**src/rtl/mul_32bits_seq.sv**
```systemverilog
// Unsigned 32x32->64 iterative shift-and-add multiplier.
// One add per cycle over 32 cycles through a single adder_32bits instance.
//
// Handshake: start is sampled only when the unit is idle (IDLE or DONE);
// a sampled start captures a/b at that rising edge. busy is high for the
// 32 iteration cycles, done is a one-cycle pulse when p has just been
// updated, and p holds its value until the next completion. start while
// busy is ignored; there is no abort other than rst.

// 32-bit carry-select adder: ripple low half, both carry cases precomputed
// for the high half, selected by the low-half carry.
module adder_32bits (
  input  logic [31:0] a,
  input  logic [31:0] b,
  input  logic        ci,
  output logic [31:0] s,
  output logic        co
);
  logic [16:0] lo_sum;
  logic [16:0] hi_sum0;
  logic [16:0] hi_sum1;

  assign lo_sum  = {1'b0, a[15:0]} + {1'b0, b[15:0]} + {16'b0, ci};
  assign hi_sum0 = {1'b0, a[31:16]} + {1'b0, b[31:16]};
  assign hi_sum1 = {1'b0, a[31:16]} + {1'b0, b[31:16]} + 17'd1;

  assign s  = {(lo_sum[16] ? hi_sum1[15:0] : hi_sum0[15:0]), lo_sum[15:0]};
  assign co = lo_sum[16] ? hi_sum1[16] : hi_sum0[16];
endmodule

module mul_32bits_seq (
  input  logic        clk,
  input  logic        rst,
  input  logic        start,
  input  logic [31:0] a,
  input  logic [31:0] b,
  output logic        busy,
  output logic        done,
  output logic [63:0] p
);
  localparam logic [1:0] S_IDLE = 2'd0;
  localparam logic [1:0] S_RUN  = 2'd1;
  localparam logic [1:0] S_DONE = 2'd2;

  logic [1:0]  state;
  logic [31:0] mcand;
  logic [31:0] acc_hi;
  logic [31:0] acc_lo;
  logic [5:0]  cnt;

  logic [31:0] add_b;
  logic [31:0] add_s;
  logic        add_co;
  logic [63:0] shifted;
  logic        accept;

  // Add the multiplicand into the upper half only when the current
  // multiplier bit (acc_lo[0]) is set.
  assign add_b = acc_lo[0] ? mcand : 32'h0;

  adder_32bits u_adder (
    .a  (acc_hi),
    .b  (add_b),
    .ci (1'b0),
    .s  (add_s),
    .co (add_co)
  );

  // 65-bit {co, s, acc_lo} shifted right by one; the dropped bit is the
  // multiplier bit just consumed.
  assign shifted = {add_co, add_s, acc_lo[31:1]};

  // DONE accepts a new start exactly like IDLE, giving back-to-back runs.
  assign accept = start && ((state == S_IDLE) || (state == S_DONE));

  // Sequencing, datapath iteration and product capture.
  always_ff @(posedge clk or posedge rst) begin
    if (rst) begin
      state  <= S_IDLE;
      mcand  <= 32'h0;
      acc_hi <= 32'h0;
      acc_lo <= 32'h0;
      cnt    <= 6'd0;
      p      <= 64'h0;
    end else begin
      case (state)
        S_RUN: begin
          acc_hi <= shifted[63:32];
          acc_lo <= shifted[31:0];
          cnt    <= cnt + 6'd1;
          if (cnt == 6'd31) begin
            state <= S_DONE;
            p     <= shifted;
          end
        end
        S_IDLE, S_DONE: begin
          if (accept) begin
            mcand  <= a;
            acc_hi <= 32'h0;
            acc_lo <= b;
            cnt    <= 6'd0;
            state  <= S_RUN;
          end else begin
            state <= S_IDLE;
          end
        end
        default: state <= S_IDLE;
      endcase
    end
  end

  assign busy = (state == S_RUN);
  assign done = (state == S_DONE);
endmodule

```
**config.mk**
```make
export PLATFORM = sky130hd
export DESIGN_NAME = mul_32bits_seq
export DESIGN_NICKNAME = d
export VERILOG_FILES = /design/src/rtl/mul_32bits_seq.sv
export SDC_FILE = /design/constraint.sdc
export NUM_CORES = 1
export LEC_CHECK = 0
export ABC_AREA = 1
export CAP_MARGIN = 20
export CORE_UTILIZATION = 46
export CTS_CLUSTER_SIZE = 16
export DETAILED_ROUTE_END_ITERATION = 12
export MAX_ROUTING_LAYER = met4
export PLACE_DENSITY = 0.71
export SLEW_MARGIN = 20
export SYNTH_ARGS = -nofsm -noshare
export SYNTH_HDL_FRONTEND = slang
export SYNTH_SLANG_ARGS = --single-unit
```
**constraint.sdc**
```tcl
create_clock -name clk -period 13.6 [get_ports clk]
set_clock_uncertainty 0.15 [all_clocks]
set_input_delay 3.4 -clock clk [delete_from_list [all_inputs] [get_ports clk]]
set_output_delay 3.4 -clock clk [all_outputs]
set_load 0.01 [all_outputs]
```
==> metrics.md, run 1 <==
| Metric | Value |
|---|---|
| Status | finished, final reports clean |
| Cts repair resizes | 0 |
| Die area | 20400 µm² |
| # diodes | 0 |
| Post-layout min period | 6.37 ns |
| Chip Width | 143 µm |
| Post CTS Setup Buffer Count | 0 |
| Pin count of the biggest net entering global routing | between 100 and 150 |
| Worst-path cell chain | inv_2 -> nor2_4 -> clkdlybuf4s50_1 |
| Syn_nets | 1300 |
| # hold bufs at CTS | 0 |
| CTS Sinks | 168 |
| Crit path max fanout | 64 |
| Fin Setup TNS | 0 ns |
| Max-slew violations | 0 |
| EDFF count, synth | 0 |
| Worst-Margin Slew | 1.01 ns |
| CTS Buf Count | 17 |
| Synthesized area | 9100 µm² |
| WP data required | about 10 ns |
| # Max-Cap Violations | 0 |
| Max IR drop VDD | 0.000114 V |
| Yosys reg bits | 168 |
| Slowest cell delay on critical path | about 1.0 ns |
| Antenna violations before repair | 0 |
| CP max stage cell | dfrtp_2 |
| CTS tree | done |
| Fmax | 157 MHz |
| Placed inst area | around 11000 µm² |
| H-Tree Depth | 4 |
| P_int | about 1.5 mW |
| I/O Pins | between 100 and 150 |
| GRT Resource Usage Total | 23.1% |
| Comb pwr share | a little over half |
| Antenna viol nets, final | 0 |
| Vias in the first global route | 7159 |
| Syn avg cell area | 7.60 µm² |
| Async set-reset flop share out of synthesis | 100% |
| HP Class | register to register |
| Crit end category | output pin |
| Switching power total | 1.25 mW |
| Power Dens Cells | 248 nW/µm² |
| Sw Ratio | 44.8% |
| RSZ-0062 raised after global routing | false |
| CTS Buffer Depth | 2 |
| Period Utilization, post-route | between 40% and 50% |
| PortBufs | 132 |
| Post-synth top area share | 46.2% |
| Synth-to-Final Area Change | 23.2% |
| Seq/Total Area, Yosys | a little under half |
| Post-Route WL | 21800 µm |
| Post-synth top area cell | dfrtp_1 |
| DR vias | 7819 |
| Design Area, Final | around 11000 µm² |
| CP Launch Type | register |
| Clock power share | 17.0% |
| Root Driver | clkbuf_16 |
| DR DRC count | 0 |
| Row cnt | 51 |
| Synth top cells by count | nand2_1 (453), dfrtp_1 (168), inv_1 (151), o21ai_0 (91), nand3_1 (67) |
| Placer Congestion | 0.930 |
| Grt total ovfl | 0 |
| Leak | 5.97 nW |
| Dpl hpwl | approximately 15000 µm |
| Commonest register cell after synthesis | dfrtp_1 |
| Slew HR | 32.6% |
| Syn Inst Count | between 1000 and 1500 |
| Fin. Hold Viols | 0 |
| Ys Warns | 0 |
| Starting density of the core | 46.9% |
| TritonRoute pass-1 iters | 7 |
| Core Region | 19400 µm² |
| Via-to-Cell Ratio | 4.93 |
| Synth top area cells | dfrtp_1 (46%), nand2_1 (19%), inv_1 (6.2%) |
| Clk_lat worst skew | around 0.43 ns |
| Worst-path clk slew | around 0.07 ns |
| Distinct cells, synth | 43 |
| Crit Path Class | register to output pin |
| First-pass GRT wire length | 35600 µm |
| Crit path DAT | 2.82 ns |
| Sequential Power Share | between 30% and 40% |
| DR WL/cell | 13.7 µm |
| Layout Nets | 1411 |
| Dominant cell by count in the synthesized netlist | nand2_1 |
| Final Setup Violations | 0 |
| R2r setup slk | between 9 and 10 ns |
| Die Y | 143 µm |
| Initial DRC count | 589 |
| Fraction of layout cells with a size suffix above 1 | 5.68% |
-- logic make-up (layout without fill, tap and decap cells) --
logic type               after synthesis  after routing  share of synthesized area (%)
AND/OR/NAND/NOR                      611            611                           28.0
buffers and inverters                200            324                           8.47
flip-flops                           168            168                           46.2
AO/OA/AOI/OAI                        166            166                           10.6
adder cells (fa/ha/maj)               36             36                           5.11
XOR/XNOR                              15             15                           1.44
multiplexers                           1              1                          0.110
-- metal layers --
layer | GRT usage (%) | vias to the layer above | share of wire (%)
met5 | - | - | 0
met4 | 7.13 | 0 | 1.3
met3 | 4.23 | 20 | 6.0
met2 | 33.8 | 239 | 43
met1 | 32.5 | 3545 | 50
li1 | - | 4015 | -
-- worst paths after layout --
check | startpoint | to | cells past startpoint
max | state[0] | busy | 3
min | cnt[5] | cnt[5] | 1
max reg2reg | state[0] | cnt[5] | 12
min reg2reg | cnt[5] | cnt[5] | 1
max in group asynchronous | rst | acc_hi[12] | 3
min in group asynchronous | rst | p[50] | 2
-- metrics by stage --
stage	utilization [%]	setup slack (ns)	total power, mW	hold WS [ns]	cells
2_1_floorplan	-	5.50	1.87	0.285	1197
3_3_place_gp	54.7	6.73	2.26	0.312	1553
3_5_place_dp	54.7	6.65	2.30	0.313	1553
4_1_cts	57.6	7.05	2.78	0.325	1585
5_1_grt	57.8	7.04	3.03	0.350	1586
6_report	57.8	7.23	2.78	0.327	1586
-- power by group through the flow --
stage,combinational (mW),sequential (mW),clock (mW)
after CTS,1.45,0.858,0.481
after global placement,1.40,0.860,0
after global routing,1.65,0.882,0.499
final,1.45,0.856,0.473
after floorplan,1.01,0.852,0
after detailed placement,1.44,0.864,0
-- layout by cell type, fill, tap and decap left out, types with 3 or more instances in the layout --
master           count
nor2_1              38
a31oi_1              6
or2_2                4
xnor2_1              3
inv_6                4
a21o_1               3
ha_1                34
nand4_1             11
nor3_1               4
buf_4                4
and2_1               4
nand2_1            452
inv_8                5
nand2_2             16
clkinvlp_4           3
dfrtp_1            167
inv_2                4
xor2_1              12
o211ai_1            30
nand3_2              4
a21oi_1             23
inv_1              149
nand3_1             67
o21ai_0             91
clkdlybuf4s50_1    132
clkbuf_16           17
-- critical path: cells and delay by family, from the launching register on --
family,cells,cell delay [ns]
flip-flops,1,1.04
buffers and inverters,2,0.83
AND/OR/NAND/NOR,1,0.51
-- sequential cells by signal (all words and copies together) (netlist names) --
| register | flops |
|---|---|
| acc_lo | 32 |
| p | 64 |
| acc_hi | 32 |
| mcand | 32 |
| cnt | 6 |
| state | 2 |
-- layout make-up --
type,instances,area (µm²)
Fill cell,1856,8190
Clock buffer,17,425
Multi-Input combinational cell,829,4130
Sequential cell,168,4210
Inverter,155,587
Clock inverter,15,151
Tap cell,265,332
Timing Repair Buffer,137,1380
(Power assumes the default switching activity.)
==> inputs of run 2 (changes only) <==
==> constraint.sdc (replaced) <==
create_clock -name clk -period 6.3 [get_ports clk]
set_clock_uncertainty 0.15 [all_clocks]
set_input_delay 1.575 -clock clk [delete_from_list [all_inputs] [get_ports clk]]
set_output_delay 1.575 -clock clk [all_outputs]
set_load 0.01 [all_outputs]
==> run 2 against run 1 <==
Core utilization about the same. Highest routed layer unchanged. Critical endpoint unchanged. Design area is essentially flat. Sequential power increased by 120%. Die area did not move. Via count increased by 1.1%. Non-clock buffer count shrank 1.
==> metrics.md, run 2 (synthesis results as in run 1) <==
| Metric | Value |
|---|---|
| # Max-Cap Violations | 0 (unchanged) |
| Post-layout min period | 4.58 ns |
| Core Region | 19400 µm² (unchanged) |
| Max reg flops | 64 (unchanged) |
| Placer Congestion | 0.961 (was 0.930) |
| Status | finished, final reports clean (unchanged) |
| Met2 Use GR | 34.9% (was 33.8%) |
| # hold bufs at CTS | 0 (unchanged) |
| HP Class | register to register (unchanged) |
| Footprint of the multi-input gates | 4130 µm² (unchanged) |
| Antenna viol nets, final | 0 (unchanged) |
| CTS Buffer Depth | 2 (unchanged) |
| Root Driver | clkbuf_16 (unchanged) |
| DR vias | 7903 (was 7819) |
| Fin. Hold Viols | 0 (unchanged) |
| Antenna violations before repair | 0 (unchanged) |
| Design Area, Final | 11200 µm² (about the same) |
| Fin Setup TNS | 0 ns (unchanged) |
| Vias in the first global route | 7315 (was 7159) |
| WP data required | 4.58 ns (was 10.05 ns) |
| Dpl hpwl | 15900 µm (was 15500 µm) |
| I/O Pins | 133 (unchanged) |
| Chip Width | 143 µm (unchanged) |
| Leak | 5.96 nW (was 5.97 nW) |
| Pwr Total | 6.03 mW (was 2.78 mW) |
| Clk_lat worst skew | 0.43 ns (about the same) |
| Reg area | 4210 µm² (unchanged) |
| Crit path DAT | 2.85 ns (was 2.82 ns) |
| Initial DRC count | 573 (was 589) |
| Fmax | ~220 MHz |
| Worst-Margin Slew | 1.09 ns (was 1.01 ns) |
| Final Setup Violations | 0 (unchanged) |
| Placed inst area | 10600 µm² (about the same) |
| Grt total ovfl | 0 (unchanged) |
| Fill count | 1855 (was 1856) |
| Row cnt | 51 (unchanged) |
| Crit path max fanout | 64 (unchanged) |
| CP Launch Type | register (unchanged) |
| GR peak layer | met2 (unchanged) |
| Met1 usage | 33.7% (was 32.5%) |
| Die Y | 143 µm (unchanged) |
| Fraction of layout cells with a size suffix above 1 | 5.53% (was 5.68%) |
| Power Dens Cells | 538 nW/µm² (was 248 nW/µm²) |
| Commonest non-fill, non-tap cells in the layout | nand2_1 (452), dfrtp_1 (167), inv_1 (149) (unchanged) |
| Via-to-Cell Ratio | 4.99 (was 4.93) |
| Synth-to-Final Area Change | 23.1% (was 23.2%) |
| Largest register by flop count | p (unchanged) |
| DR WL/cell | 14.2 µm (was 13.7 µm) |
| Layout Nets | 1410 (was 1411) |
| PortBufs | 132 (unchanged) |
| Met3 Use GR | 3.66% (was 4.23%) |
| RSZ-0062 raised after global routing | false (unchanged) |
| Commonest non-fill, non-tap cell in the layout | nand2_1 (unchanged) |
| Crit Path Class | register to output pin (unchanged) |
| Period Utilization, post-route | 72.7% |
| Crit end category | output pin (unchanged) |
| Starting density of the core | 46.9% (unchanged) |
| Cts repair resizes | 0 (unchanged) |
| Die area | 20400 µm² (unchanged) |
| CTS Buf Count | 17 (unchanged) |
| Post-Route WL | 22500 µm (was 21800 µm) |
| CTS tree | done (unchanged) |
| Slew HR | 27.2% (was 32.6%) |
| Pin count of the biggest net entering global routing | 91 (was 105) |
| H-Tree Depth | 4 (unchanged) |
| GRT Resource Usage Total | 23.6% (was 23.1%) |
| Worst-path clk slew | 0.07 ns (about the same) |
| CTS Sinks | 168 (unchanged) |
| Max-slew violations | 0 (unchanged) |
| # diodes | 0 (unchanged) |
| DR DRC count | 0 (unchanged) |
| Final Core Density | 57.8% (about the same) |
| Max IR drop VDD | 0.000306 V (was 0.000114 V) |
| First-pass GRT wire length | 36400 µm (was 35600 µm) |
| TritonRoute pass-1 iters | 9 (was 7) |
| Post CTS Setup Buffer Count | 0 (unchanged) |
-- run 2: changes by cell type in the layout (fill, tap and decap cells not counted), sizes merged --
cell	delta
clkinv	+1
inv	-2
buf	-1
clkbuf	+1
-- run 2: worst max-delay path, stage by stage (launching register included) --
cell             delay (ns)
dfrtp_2                1.04
inv_2                  0.16
nor2_4                 0.51
clkdlybuf4s50_1        0.67
-- run 2: stage by stage --
| stage | hold WS, ns | instances | worst slack (ns) |
|---|---|---|---|
| 3_3_place_gp | 0.308 | 1553 | 2.04 |
| 2_1_floorplan | 0.285 | 1197 | 0.0283 |
| 4_1_cts | 0.331 | 1585 | 1.73 |
| 3_5_place_dp | 0.314 | 1553 | 1.94 |
| 5_1_grt | 0.353 | 1585 | 1.55 |
| 6_report | 0.330 | 1585 | 1.72 |
-- run 2: power by group --
group          switching (mW)  internal (mW)  leakage (nW)
clock network           0.493          0.531         0.276
registers               0.321           1.57          2.01
logic                    1.91           1.21          3.68
-- run 2: area by class of cell --
cell class / count / area share, %
flip-flops and latches: 168 / 37.5
well taps: 265 / 2.96
repair buffers: 136 / 12.2
clock inverters: 14 / 1.42
clock buffers: 18 / 3.83
inverters: 155 / 5.24
multi-input cells: 829 / 36.9
-- run 2: layer usage --
metal  vias up  wire length [µm]
met4         0               299
met5         -                 0
met1      3657             11300
li1       4013                 -
met3        29              1100
met2       204              9770
-- run 2: final timing paths --
kind / start / endpoint / slack, ns / depth (start not counted)
min in group asynchronous: rst / p[50] / 1.54 / 2
min: p[62] / p[62] / 0.33 / 2
max reg2reg: state[0] / p[43] / 2.43 / 8
max in group asynchronous: rst / p[55] / 3.56 / 3
max: state[0] / busy / 1.72 / 3
min reg2reg: p[62] / p[62] / 0.33 / 2
==> inputs of run 3 (changes only) <==
--- a/config.mk
+++ b/config.mk
@@ -11,7 +11,7 @@
 export CTS_CLUSTER_SIZE = 16
 export DETAILED_ROUTE_END_ITERATION = 12
 export MAX_ROUTING_LAYER = met4
-export PLACE_DENSITY = 0.71
+export PLACE_DENSITY = 0.74
 export SLEW_MARGIN = 20
 export SYNTH_ARGS = -nofsm -noshare
 export SYNTH_HDL_FRONTEND = slang
==> constraint.sdc (replaced) <==
create_clock -name clk -period 3.7 [get_ports clk]
set_clock_uncertainty 0.15 [all_clocks]
set_input_delay 0.925 -clock clk [delete_from_list [all_inputs] [get_ports clk]]
set_output_delay 0.925 -clock clk [all_outputs]
set_load 0.01 [all_outputs]
==> run 3 against run 2 <==
Global-route usage increased by 0.43 points. Cell count increased by 0.50%. Clock power increased by 73%. Combinational power increased by 73%. Core utilization increased by 0.47 points. Power increased by 71%. Register-to-register slack got worse by 2.0 ns. Sequential share of layout area decreased by 0.30 points. Via count increased by 0.82%. Design area increased by 0.81%. Largest cell class unchanged.
==> metrics.md, run 3 (synthesis results as in run 1) <==
| Metric | Value |
|---|---|
| GRT Resource Usage Total | 24.1% (was 23.6%) |
| I/O Pins | 133 (unchanged) |
| Post CTS Setup Buffer Count | 0 (unchanged) |
| Die area | 20400 µm² (unchanged) |
| Pin count of the biggest net entering global routing | 102 (was 91) |
| Vias in the first global route | 7587 (was 7315) |
| Root Driver | clkbuf_16 (unchanged) |
| Crit path DAT | 3.45 ns (was 2.85 ns) |
| CP Launch Type | register (unchanged) |
| CP Buf/Inv Count | 1 (was 2) |
| RSZ-0062 raised after global routing | false (unchanged) |
| Fin. Hold Viols | 0 (unchanged) |
| Slew HR | 54.9% (was 27.2%) |
| Worst-path cell chain | nand2_1 -> inv_1 -> ha_1 -> fa_1 -> nand3_1 -> nand3_2 -> nand2_1 -> and2_1 -> nand3_1 -> nor3_4 -> xor2_1 -> o21ai_1 (was inv_2 -> nor2_4 -> clkdlybuf4s50_1) |
| Row cnt | 51 (unchanged) |
| Slowest cell delay on critical path | 0.63 ns (was 1.04 ns) |
| Commonest non-fill, non-tap cell in the layout | nand2_1 (unchanged) |
| Crit end category | register (was output pin) |
| Status | finished, final reports clean (unchanged) |
| Chip Width | 143 µm (unchanged) |
| CTS tree | done (unchanged) |
| Power Dens Cells | 912 nW/µm² (was 538 nW/µm²) |
| WP data required | 3.85 ns (was 4.58 ns) |
| Max reg flops | 64 (unchanged) |
| Antenna viol nets, final | 0 (unchanged) |
| # diodes | 0 (unchanged) |
| HP Class | register to register (unchanged) |
| Starting density of the core | 46.9% (unchanged) |
| Leak | 6.02 nW (was 5.96 nW) |
| DR WL/cell | 14.0 µm (was 14.2 µm) |
| Cts repair resizes | 0 (unchanged) |
| DR DRC count | 0 (unchanged) |
| Fmax | 303 MHz |
| Grt total ovfl | 0 (unchanged) |
| Placer Congestion | 0.977 (was 0.961) |
| Dpl hpwl | 16100 µm (was 15900 µm) |
| CTS Buf Count | 17 (unchanged) |
| Clk_lat worst skew | 0.44 ns (was 0.43 ns) |
| Fin Setup TNS | 0 ns (unchanged) |
| Post-layout min period | around 3.3 ns |
| PortBufs | 132 (unchanged) |
| # Max-Cap Violations | 0 (unchanged) |
| Max IR drop VDD | 0.000445 V (was 0.000306 V) |
| Crit path max fanout | 19 (was 64) |
| Layout Nets | 1418 (was 1410) |
| Top cell family by delay on the critical path | simple AND/OR/NAND/NOR gates (was flip-flops) |
| Worst-path clk slew | 0.07 ns (about the same) |
| CTS Buffer Depth | 2 (unchanged) |
| CTS Sinks | 168 (unchanged) |
| # hold bufs at CTS | 0 (unchanged) |
| Synth-to-Final Area Change | 24.1% (was 23.1%) |
| Final Setup Violations | 0 (unchanged) |
| Antenna violations before repair | 0 (unchanged) |
| Final Core Density | 58.2% (was 57.8%) |
| Worst-Margin Slew | 0.677 ns (was 1.09 ns) |
| TritonRoute pass-1 iters | 5 (was 9) |
| H-Tree Depth | 4 (unchanged) |
| Period Utilization, post-route | 89.3% |
| First-pass GRT wire length | 37100 µm (was 36400 µm) |
| Commonest non-fill, non-tap cells in the layout | nand2_1 (452), dfrtp_1 (167), inv_1 (149) (unchanged) |
| Post-Route WL | 22400 µm (was 22500 µm) |
| Fraction of layout cells with a size suffix above 1 | 6.17% (was 5.53%) |
| CP max stage cell | dfrtp_1 (was dfrtp_2) |
| Core Region | 19400 µm² (unchanged) |
| DR vias | 7968 (was 7903) |
| Die Y | 143 µm (unchanged) |
| Pwr Total | 10.3 mW (was 6.03 mW) |
| Via-to-Cell Ratio | 5.00 (was 4.99) |
| Crit Path Class | register to register (was register to output pin) |
| Largest register by flop count | p (unchanged) |
| Max-slew violations | 0 (unchanged) |
| Initial DRC count | 634 (was 573) |
==> run 3: cell count changes in the layout (fill, tap and decap cells not counted), sizes merged <==
cell      delta
clkinvlp     -1
buf          +8
clkinv       +2
inv          -1
==> run 3: final timing paths <==
| path | slack [ns] | startpoint | cells after the start | to |
|---|---|---|---|---|
| min in group asynchronous | 0.77 | rst | 2 | acc_lo[27] |
| setup / recovery | 0.40 | acc_lo[0] | 12 | p[55] |
| setup reg to reg | 0.40 | acc_lo[0] | 12 | p[55] |
| hold / removal | 0.33 | p[33] | 2 | p[33] |
| hold reg to reg | 0.33 | p[33] | 2 | p[33] |
| max in group asynchronous | 1.86 | rst | 3 | state[0] |
==> run 3: layout make-up <==
| class | count | area (µm²) |
|---|---|---|
| clock buffers | 18 | 439 |
| clock inverters | 14 | 156 |
| fillers | 1825 | 8100 |
| inverters | 155 | 586 |
| multi-input cells | 829 | 4130 |
| flip-flops and latches | 168 | 4210 |
| well taps | 265 | 332 |
| repair buffers | 144 | 1450 |
==> run 3: metrics by stage <==
step                std cells  cell area [µm²]  setup WS (ns)  hold slack [ns]
global placement         1561            10700          0.518            0.308
finish                   1593            11300          0.397            0.329
floorplan                1197             9100          0.484            0.285
detailed placement       1561            10700          0.463            0.312
CTS                      1593            11300          0.440            0.331
global route             1593            11300          0.170            0.352
==> run 3: worst reg2reg max path: cells and delay by family, from the launching register on <==
family	cells	cell delay, ns
simple gates	7	1.21
flops	1	0.63
xor+xnor	1	0.32
compound gates	1	0.12
fa+ha+maj	2	0.68
buf+inv	1	0.06
==> run 3: layer usage <==
layer  GRT usage (%)  part of all wire [%]
met5               -                     0
met4            6.56                   1.4
met3            5.03                   6.3
met2            34.8                    43
met1            34.1                    49
==> run 3: power breakdown <==
group	switching [mW]	internal, mW
clock network	0.839	0.922
registers	0.489	2.67
logic	3.29	2.09
total	4.62	5.68
